[src/rtl/serial_arith_pkg.sv]
// Shared types for the bit-serial arithmetic units.
// State encoding and counter sizing helper.
package serial_arith_pkg;

  typedef enum logic [1:0] {
    IDLE  = 2'd0,
    SHIFT = 2'd1,
    DONE  = 2'd2
  } state_t;

  function automatic int cnt_width(input int w);
    return (w > 2) ? $clog2(w) : 1;
  endfunction

endpackage

[src/rtl/full_subtractor.sv]
// One-bit full-subtractor cell: d = a - b - b_in.
// Purely combinational; borrow ripples through a flop in the parent.
module full_subtractor (
  input  logic a,
  input  logic b,
  input  logic b_in,
  output logic d,
  output logic b_out
);

  assign d     = a ^ b ^ b_in;
  assign b_out = (~a & b) | (~(a ^ b) & b_in);

endmodule

[src/rtl/serial_subtractor.sv]
// Bit-serial a - b, LSB first, one bit per clock.
// start/done handshake; results held until the next DONE.
module serial_subtractor #(
  parameter int WIDTH = 8
) (
  input  logic             clk,
  input  logic             rst_n,
  input  logic             start,
  input  logic [WIDTH-1:0] a,
  input  logic [WIDTH-1:0] b,
  output logic             busy,
  output logic             done,
  output logic [WIDTH-1:0] diff,
  output logic             borrow_out,
  output logic             overflow
);

  import serial_arith_pkg::*;

  localparam int CW = cnt_width(WIDTH);

  state_t           state;
  logic [WIDTH-1:0] a_sr;
  logic [WIDTH-1:0] b_sr;
  logic [WIDTH-1:0] res;
  logic [CW-1:0]    cnt;
  logic             br;
  logic             a_msb;
  logic             b_msb;
  logic             d;
  logic             br_nxt;
  logic             last;
  logic             load;

  full_subtractor u_fs (
    .a    (a_sr[0]),
    .b    (b_sr[0]),
    .b_in (br),
    .d    (d),
    .b_out(br_nxt)
  );

  assign last = (cnt == CW'(WIDTH - 1));
  assign load = start && (state == IDLE || state == DONE);

  always_ff @(posedge clk or negedge rst_n) begin
    if (!rst_n) begin
      state      <= IDLE;
      a_sr       <= '0;
      b_sr       <= '0;
      res        <= '0;
      cnt        <= '0;
      br         <= 1'b0;
      a_msb      <= 1'b0;
      b_msb      <= 1'b0;
      busy       <= 1'b0;
      done       <= 1'b0;
      diff       <= '0;
      borrow_out <= 1'b0;
      overflow   <= 1'b0;
    end else begin
      done <= 1'b0;
      unique case (state)
        IDLE: state <= IDLE;
        SHIFT: begin
          a_sr <= a_sr >> 1;
          b_sr <= b_sr >> 1;
          res  <= {d, res[WIDTH-1:1]};
          br   <= br_nxt;
          cnt  <= cnt + 1'b1;
          if (last) begin
            state <= DONE;
            busy  <= 1'b0;
          end
        end
        DONE: begin
          done       <= 1'b1;
          diff       <= res;
          borrow_out <= br;
          overflow   <= (a_msb != b_msb) && (res[WIDTH-1] != a_msb);
          state      <= IDLE;
        end
        default: state <= IDLE;
      endcase
      // a new start overrides the IDLE/DONE next-state choice
      if (load) begin
        a_sr  <= a;
        b_sr  <= b;
        br    <= 1'b0;
        cnt   <= '0;
        a_msb <= a[WIDTH-1];
        b_msb <= b[WIDTH-1];
        busy  <= 1'b1;
        state <= SHIFT;
      end
    end
  end

endmodule

[config.mk]
export PLATFORM = sky130hd
export DESIGN_NAME = serial_subtractor
export DESIGN_NICKNAME = d
export VERILOG_FILES = /design/src/rtl/serial_arith_pkg.sv /design/src/rtl/full_subtractor.sv /design/src/rtl/serial_subtractor.sv
export SDC_FILE = /design/constraint.sdc
export NUM_CORES = 1
export LEC_CHECK = 0
export ABC_CLOCK_PERIOD_IN_PS = 2200
export CAP_MARGIN = 40
export CORE_MARGIN = 2
export CORE_UTILIZATION = 53
export CTS_CLUSTER_DIAMETER = 30
export CTS_CLUSTER_SIZE = 14
export DETAILED_ROUTE_END_ITERATION = 16
export HOLD_SLACK_MARGIN = 0.12
export MAX_ROUTING_LAYER = met4
export PLACE_DENSITY_LB_ADDON = 0.25
export SYNTH_ARGS = -nofsm -noshare
export SYNTH_HDL_FRONTEND = slang
export SYNTH_HIERARCHICAL = 1
export SYNTH_SLANG_ARGS = --single-unit
[constraint.sdc]
create_clock -name clk -period 2.2 [get_ports clk]
set_input_delay 0.44 -clock clk [delete_from_list [all_inputs] [get_ports clk]]
set_output_delay 0.44 -clock clk [all_outputs]
set_load 0.02 [all_outputs]
# == Yosys cells after proc, flatten, opt, wreduce, memory -nomap -nowiden ==
# Index checks and enable logic that the tools add are counted.
# totals
regBits,44
inputBits,19
output_inout_bits,12
elab_cells,49
# op_classes
n_addsub,1
n_eq_ne,6
n_mux,15
bitwise,7
reduce_logical,7
# ops
op,n
$mux 8,4
$mux 1,6
$mux 2,3
$mux 3,2
$reduce_bool 2->1,2
$add 3x1->3 const B,1
$eq 3x3->1 const B,1
$ne 3x3->1 const B,1
$and 1x1->1,2
$eq 2x1->1 const B,1
$eq 2x2->1 const B,1
$logic_and 1x1->1,2
$logic_not 2->1,1
$ne 1x1->1,2
$not 1->1,2
$reduce_and 2->1,1
$xor 1x1->1,2
$logic_or 1x1->1,1
$or 1x1->1,1

# == Logic depth before layout (Yosys ltp) ==
# Gate-level depths: netlist of the first run.
# logic_depth
depth_word,6
ltp_mapped,5
depth_no_buf,5

# == Modules after synthesis ==
# Netlist of the first run, hierarchy kept.
# modules_own_cells
module,instances,cells_each,area_each_um2,seq_area_each_um2
serial_subtractor,1,151,1914.3,1101.1
full_subtractor,1,4,31.3,0.0

# == Least setup slack after synthesis of the first run ==
# OpenSTA, ideal clock, no wires.
# synth_path
path_kind,register to register
from,register cnt[0]
to,register cnt[2]
setup_time_ns,0.121
arrival_time_ns,1.249
t_required_ns,2.079
setup_slack_ns,0.830
path_stages_with_launch,5
n_path_buf,0
period_less_slack_ns,1.370
cell_sequence,dfrtp_1 -> ha_1 -> ha_1 -> mux2_2 -> a22o_1
# synth_between
elab_chain_cells,3
# synth_rtl
element,line,source
from (decl),serial_subtractor.sv:26,logic [CW-1:0] cnt;
from (signal assigned),serial_subtractor.sv:70,cnt <= cnt + 1'b1;
$add 3x1->3,serial_subtractor.sv:70,
$mux 3,serial_subtractor.sv:63,unique case (state)
$mux 3,serial_subtractor.sv:86,if (load) begin
# Every way passes these cells. The select of a mux whose other input is x is not followed.
# A chain may end at the register's enable or synchronous reset.

# == Worst setup path after layout of the first run ==
# layout_path
from,register busy
to,output busy
# layout_rtl
element,line,source
from (decl),serial_subtractor.sv:11,"output logic busy,"
from (signal assigned),serial_subtractor.sv:56,busy <= 1'b0;
from (signal assigned),serial_subtractor.sv:73,busy <= 1'b0;
from (signal assigned),serial_subtractor.sv:93,busy <= 1'b1;
# No word-level cell between the ends.

==> impl_metrics.ini, run 1 <==
[setup_path]
path_max_fanout = 3
r2r_end = diff[3]$_DFFE_PN0P_
critPathArrivalTime_ns = 1.26
cp-start-kind = flop
startpoint = busy$_DFFE_PN0P_
r2r_start = state[0]$_DFFE_PN0P_
r2r_slack_ns = 0.64
path_cells = clkdlybuf4s50_1
cp_slowest_cell = clkdlybuf4s50_1
cpPeakStageDelay_ns = 0.61
ff2ff_path_depth = 2
crit_family = buffers and inverters
critical_path_buf_inv_count = 1
crit_type = flop to primary output
cp-end-kind = primary output
required_ns = 1.76

[sta]
setup_viol = 0
whs_ns = 0.225
rsz0062_at_grt = false
tns_ns = 0
min_period_over_period = 0.774
finalMaxSlewViolations = 0
period_minus_slack_ns = 1.70
tightest_slew_ns = 0.792
max_slew_margin = 0.472
hold_violations = 0
clock.fmax_ghz = 0.588
finClkSkew_ns = 0.00483

[synthesis]
yosys.area_share.simple = 0.0482
synth_top_family_by_area = multiplexers
synth_compound_area_frac = 0.126
ys_ff_latch = 44
synth_top_area_frac = 0.566
syn_inst = 155
synthXorXnorAreaFrac = 0.00450
synth_cell_types = 24
syn_area_um2 = 1950
syn-num-nets = 177
synth.yosys.seq_area_share = 0.566
avgSynthCellArea_um2 = 12.6
yosys-top-cells-area = dfrtp_1, mux2_2, a21oi_1
yosys_warnings = 6
muxShareOfSynthArea = 0.158
synth_fa_ha_area_frac = 0.0232
yosysTopAreaCell = dfrtp_1

[pwr]
ir_drop_mv = 0.716
power_density_nw_per_um2 = 1430
p_leak_nw = 1.08

[global_route]
use_met2 = 0.318
grt_pass1_vias = 1316
gr-usage-met1 = 0.233
grt_use_total = 0.193
grtUsageMet3 = 0.0417
grt_busiest_layer = met2
grt_max_degree = 38
antenna_found_initial = 0
grt_pass1_wl_mm = 5.91
grt_overflow = 0

[floorplan]
rows = 22
die_height_um = 64.6
die_x_um = 64.6
core_um2 = 3610
die_area_um2 = 4170
ioPinCount = 31
start_util = 0.540

[clock_tree]
cts-buffers-inserted = 5
cts_tree = built
clock_sinks = 44
htreeDepth = 2
path_clk_slew_ns = 0.08
clock_path_buffers = 2
clkLatencyLatePin_ns = 0.30
ctsResizeCount = 0
cts_root_buffer = clkbuf_8
cts_setup_buffers = 0
cts_hold_buf = 0

[drt]
dr.pass1.iters = 3
postRouteAntennaNets = 0
route.detailed.drc = 0
drt_iter0_markers = 76
via_count = 1271
viasPerCell = 5.34
wl_mm = 3.39
wire_per_inst_um = 14.2

[finish]
fillCellCount = 300
drive_gt1_frac = 0.205
nets = 211
n_antenna_cell = 0
syn_to_final_growth_pct = 22.6

[status]
status = completed

[placement]
gp_congestion = 0.800
dp_hpwl_mm = 2.37
port_buffers = 30

[flow_run]
drv_cap = 0

[min_path]
hp-class = input port to asynchronous set/reset pin
==> Yosys cell counts (all sizes together) <==
cell type,instances
a211oi,5
a21o,1
a21oi,16
a22o,5
buf,9
dfrtp,44
fa,1
ha,2
inv,15
mux2,22
mux2i,6
nand2,1
nand2b,3
nand3,1
nor2,3
nor2b,6
nor3b,1
o21ai,4
o22ai,9
xnor2,1
==> cell usage in the layout, fill, tap and decap left out, drive strengths merged, types with 2 or more instances in the layout <==
| cell type | synthesis | layout |
|---|---|---|
| mux2 | 22 | 22 |
| clkbuf | 0 | 7 |
| clkdlybuf4s50 | 0 | 29 |
| a21oi | 16 | 16 |
| o21ai | 4 | 4 |
| dfrtp | 44 | 44 |
| mux2i | 6 | 6 |
| nand2b | 3 | 3 |
| a211oi | 5 | 5 |
| nor2 | 3 | 3 |
| a22o | 5 | 5 |
| o22ai | 9 | 9 |
| ha | 2 | 2 |
| nor2b | 6 | 6 |
| buf | 9 | 7 |
| inv | 15 | 15 |
==> how the worst max path moves through the flow <==
stage,endpoint,cells after the start
2_1_floorplan,cnt[2]$_DFFE_PN0P_,4
5_1_grt,busy,1
6_report,busy,1
3_5_place_dp,b_sr[7]$_DFFE_PN0P_,4
3_3_place_gp,b_sr[7]$_DFFE_PN0P_,4
4_1_cts,busy,1
==> per-layer routing <==
layer  routed length [um]  vias to the layer above
li1                     -                      607
met4                   59                        0
met3                  123                        7
met1                 1520                      630
met5                    0                        -
met2                 1690                       27
==> flip-flops by register name (all words and copies together) (netlist names) <==
register,cells
b_msb,1
done,1
br,1
a_sr,8
b_sr,8
state,2
diff,8
cnt,3
busy,1
borrow_out,1
overflow,1
res,8
a_msb,1
==> stage by stage <==
stage,setup slack (ns),util,power [W],instance area [um2],cells
detailed placement,0.387,0.626,0.00278,2260,230
CTS,0.477,0.661,0.00345,2380,238
finish,0.498,0.661,0.00341,2380,238
global placement,0.435,0.626,0.00270,2260,230
floorplan,0.830,-,0.00238,1950,155
global route,0.448,0.661,0.00366,2380,238
==> cell type report <==
type | count | area (um2) | area share
clock buffers | 7 | 96.3 | 0.0404
flip-flops and latches | 44 | 1100 | 0.462
inverters | 15 | 56.3 | 0.0236
multi-input cells | 87 | 701 | 0.294
well taps | 48 | 60.1 | 0.0252
repair buffers | 36 | 340 | 0.143
clock inverters | 1 | 30.0 | 0.0126
==> cells by family (layout without fill, tap and decap cells) <==
group,after synthesis,in the layout
flops,44,44
compound gates,40,40
mux,28,28
buf+inv,24,59
simple gates,15,15
fa+ha+maj,3,3
xor+xnor,1,1
==> power by group <==
part | internal (W) | leakage (nW) | total, W | switching (W)
clock | 0.000400 | 0.0645 | 0.000664 | 0.000264
sequential | 0.00119 | 0.531 | 0.00145 | 0.000262
combinational | 0.000716 | 0.482 | 0.00130 | 0.000583
total | 0.00230 | 1.08 | 0.00341 | 0.00111
Power figures use the tool's default switching activity.
==> run 2: changes to the inputs <==
--- a/config.mk
+++ b/config.mk
@@ -5,10 +5,10 @@
 export SDC_FILE = /design/constraint.sdc
 export NUM_CORES = 1
 export LEC_CHECK = 0
-export ABC_CLOCK_PERIOD_IN_PS = 2200
+export ABC_CLOCK_PERIOD_IN_PS = 1400
 export CAP_MARGIN = 40
 export CORE_MARGIN = 2
-export CORE_UTILIZATION = 53
+export CORE_UTILIZATION = 47
 export CTS_CLUSTER_DIAMETER = 30
 export CTS_CLUSTER_SIZE = 14
 export DETAILED_ROUTE_END_ITERATION = 16
==> constraint.sdc (replaced) <==
create_clock -name clk -period 1.4 [get_ports clk]
set_input_delay 0.28 -clock clk [delete_from_list [all_inputs] [get_ports clk]]
set_output_delay 0.28 -clock clk [all_outputs]
set_load 0.02 [all_outputs]
==> impl_metrics.ini, run 2 (synthesis results as in run 1) <==
[sta]
finClkSkew_ns = 0.00681
finalMaxSlewViolations = 0
worst_slack_ns = 0.0372
hold_violations = 0
tightest_slew_ns = 0.311
max_slew_margin = 0.793
period_minus_slack_ns = 1.36
min_period_over_period = 0.973
setup_viol = 0
clock.fmax_ghz = 0.734

[clock_tree]
htreeDepth = 2
clkLatencyLatePin_ns = 0.29
cts-buffers-inserted = 5
clock_path_buffers = 2
path_clk_slew_ns = 0.08
cts_tree = built
cts_root_buffer = clkbuf_8
clock_sinks = 44

[finish]
syn_to_final_growth_pct = 24.4
nets = 221
final_common_cell = dfrtp_1
final_area_um2 = 2420
fillCellCount = 329
drive_gt1_frac = 0.241
n_antenna_cell = 0
layoutNonFillerInstCount = 249
final_cell_mix = dfrtp_1, mux2_2, clkdlybuf4s50_1

[floorplan]
die_x_um = 68.3
rows = 23
start_util = 0.486
die_height_um = 68.3
ioPinCount = 31
die_area_um2 = 4670
core_um2 = 4000

[status]
status = completed

[global_route]
grt_pass1_wl_mm = 5.73
grt_overflow = 0
grt_max_degree = 45
grt_pass1_vias = 1307
grt_use_total = 0.172
antenna_found_initial = 0

[drt]
via_count = 1273
wl_mm = 3.30
postRouteAntennaNets = 0
drt_iter0_markers = 74
wire_per_inst_um = 13.3
dr.pass1.iters = 4
viasPerCell = 5.11
route.detailed.drc = 0

[setup_path]
path_cells = ha_2 > ha_1 > mux2_2 > a22o_1
required_ns = 1.58
critPathArrivalTime_ns = 1.54
crit_type = flop to flop
cp_slowest_cell = dfrtp_1
path_max_fanout = 3
ff2ff_path_depth = 4
cp-start-kind = flop
critical_path_buf_inv_count = 0
r2r_end = cnt[2]$_DFFE_PN0P_
crit_family = adder cells
r2r_start = cnt[1]$_DFFE_PN0P_
cp-end-kind = flop
r2r_slack_ns = 0.04
cpPeakStageDelay_ns = 0.40

[placement]
placed_area_um2 = 2330
dp_hpwl_mm = 2.40
pre_cts_slack_ns = -0.144
placed_cells_incl_taps = 239
port_buffers = 30
gp_congestion = 0.767

[flow_run]
drv_cap = 0

[pwr]
p_leak_nw = 1.14
power_w = 0.00508
power_density_nw_per_um2 = 2100
ir_drop_mv = 0.921

[min_path]
hp-class = input port to asynchronous set/reset pin
-- run 2: changes by cell type in the layout (fill, tap and decap cells not counted), sizes merged --
| cell | delta |
|---|---|
| buf | +9 |
| clkdlybuf4s50 | -12 |
| clkinvlp | +1 |
| dlygate4sd2 | +12 |
| clkbuf | -2 |
| dlygate4sd3 | +1 |
| clkinv | +1 |
| bufinv | -1 |
-- run 2: worst max path at each step --
stage | start | to | depth (start not counted) | slack [ns]
2_1_floorplan | cnt[0]$_DFFE_PN0P_ | cnt[2]$_DFFE_PN0P_ | 4 | 0.03
3_3_place_gp | start | b_sr[7]$_DFFE_PN0P_ | 4 | -0.11
3_5_place_dp | start | a_sr[4]$_DFFE_PN0P_ | 5 | -0.14
4_1_cts | cnt[0]$_DFFE_PN0P_ | cnt[2]$_DFFE_PN0P_ | 4 | 0.008
5_1_grt | cnt[1]$_DFFE_PN0P_ | cnt[2]$_DFFE_PN0P_ | 4 | -0.008
6_report | cnt[1]$_DFFE_PN0P_ | cnt[2]$_DFFE_PN0P_ | 4 | 0.04
-- run 2: worst register-to-register path: stages, from the launching register on --
cell and delay [ns]:
dfrtp_1 0.40, ha_2 0.17, ha_1 0.25, mux2_2 0.25, a22o_1 0.17
-- run 2: power breakdown --
group / internal, W / switching [W]
clock: 0.000338 / 0.000404
sequential: 0.00187 / 0.000380
combinational: 0.00115 / 0.000945
total: 0.00335 / 0.00173
-- run 2: final cells by class --
cell class,instances,area (um2),area share
Clock inverter,2,12.5,0.00517
Timing Repair Buffer,46,415,0.172
Clock buffer,5,68.8,0.0284
Tap cell,50,62.6,0.0259
Inverter,15,56.3,0.0233
Multi-Input combinational cell,87,703,0.291
Sequential cell,44,1100,0.455
-- run 2: per-stage QoR --
stage,utilization,hold slack [ns],setup TNS (ns)
after floorplan,-,-0.0156,0
after global placement,0.581,0.271,-1.27
after detailed placement,0.581,0.272,-1.67
after CTS,0.601,0.495,0
after global routing,0.605,0.527,-0.00824
final,0.605,0.491,0
-- run 2: what timing repair did --
action	in CTS	in global routing
hold endpoints to repair	44	0
hold buffers	1	0
setup buffers	0	2
endpoints found under the setup margin	12	1
pin swaps	0	0
gates resized for setup	12	1
-- run 2: routing by layer --
layer	wire (um)	part of all wire	vias to the layer above	global-route usage
met4	40	0.012	0	0.0600
met2	1620	0.49	32	0.286
met3	132	0.040	5	0.0395
met5	0	0	-	-
met1	1510	0.46	608	0.205
li1	-	-	628	-
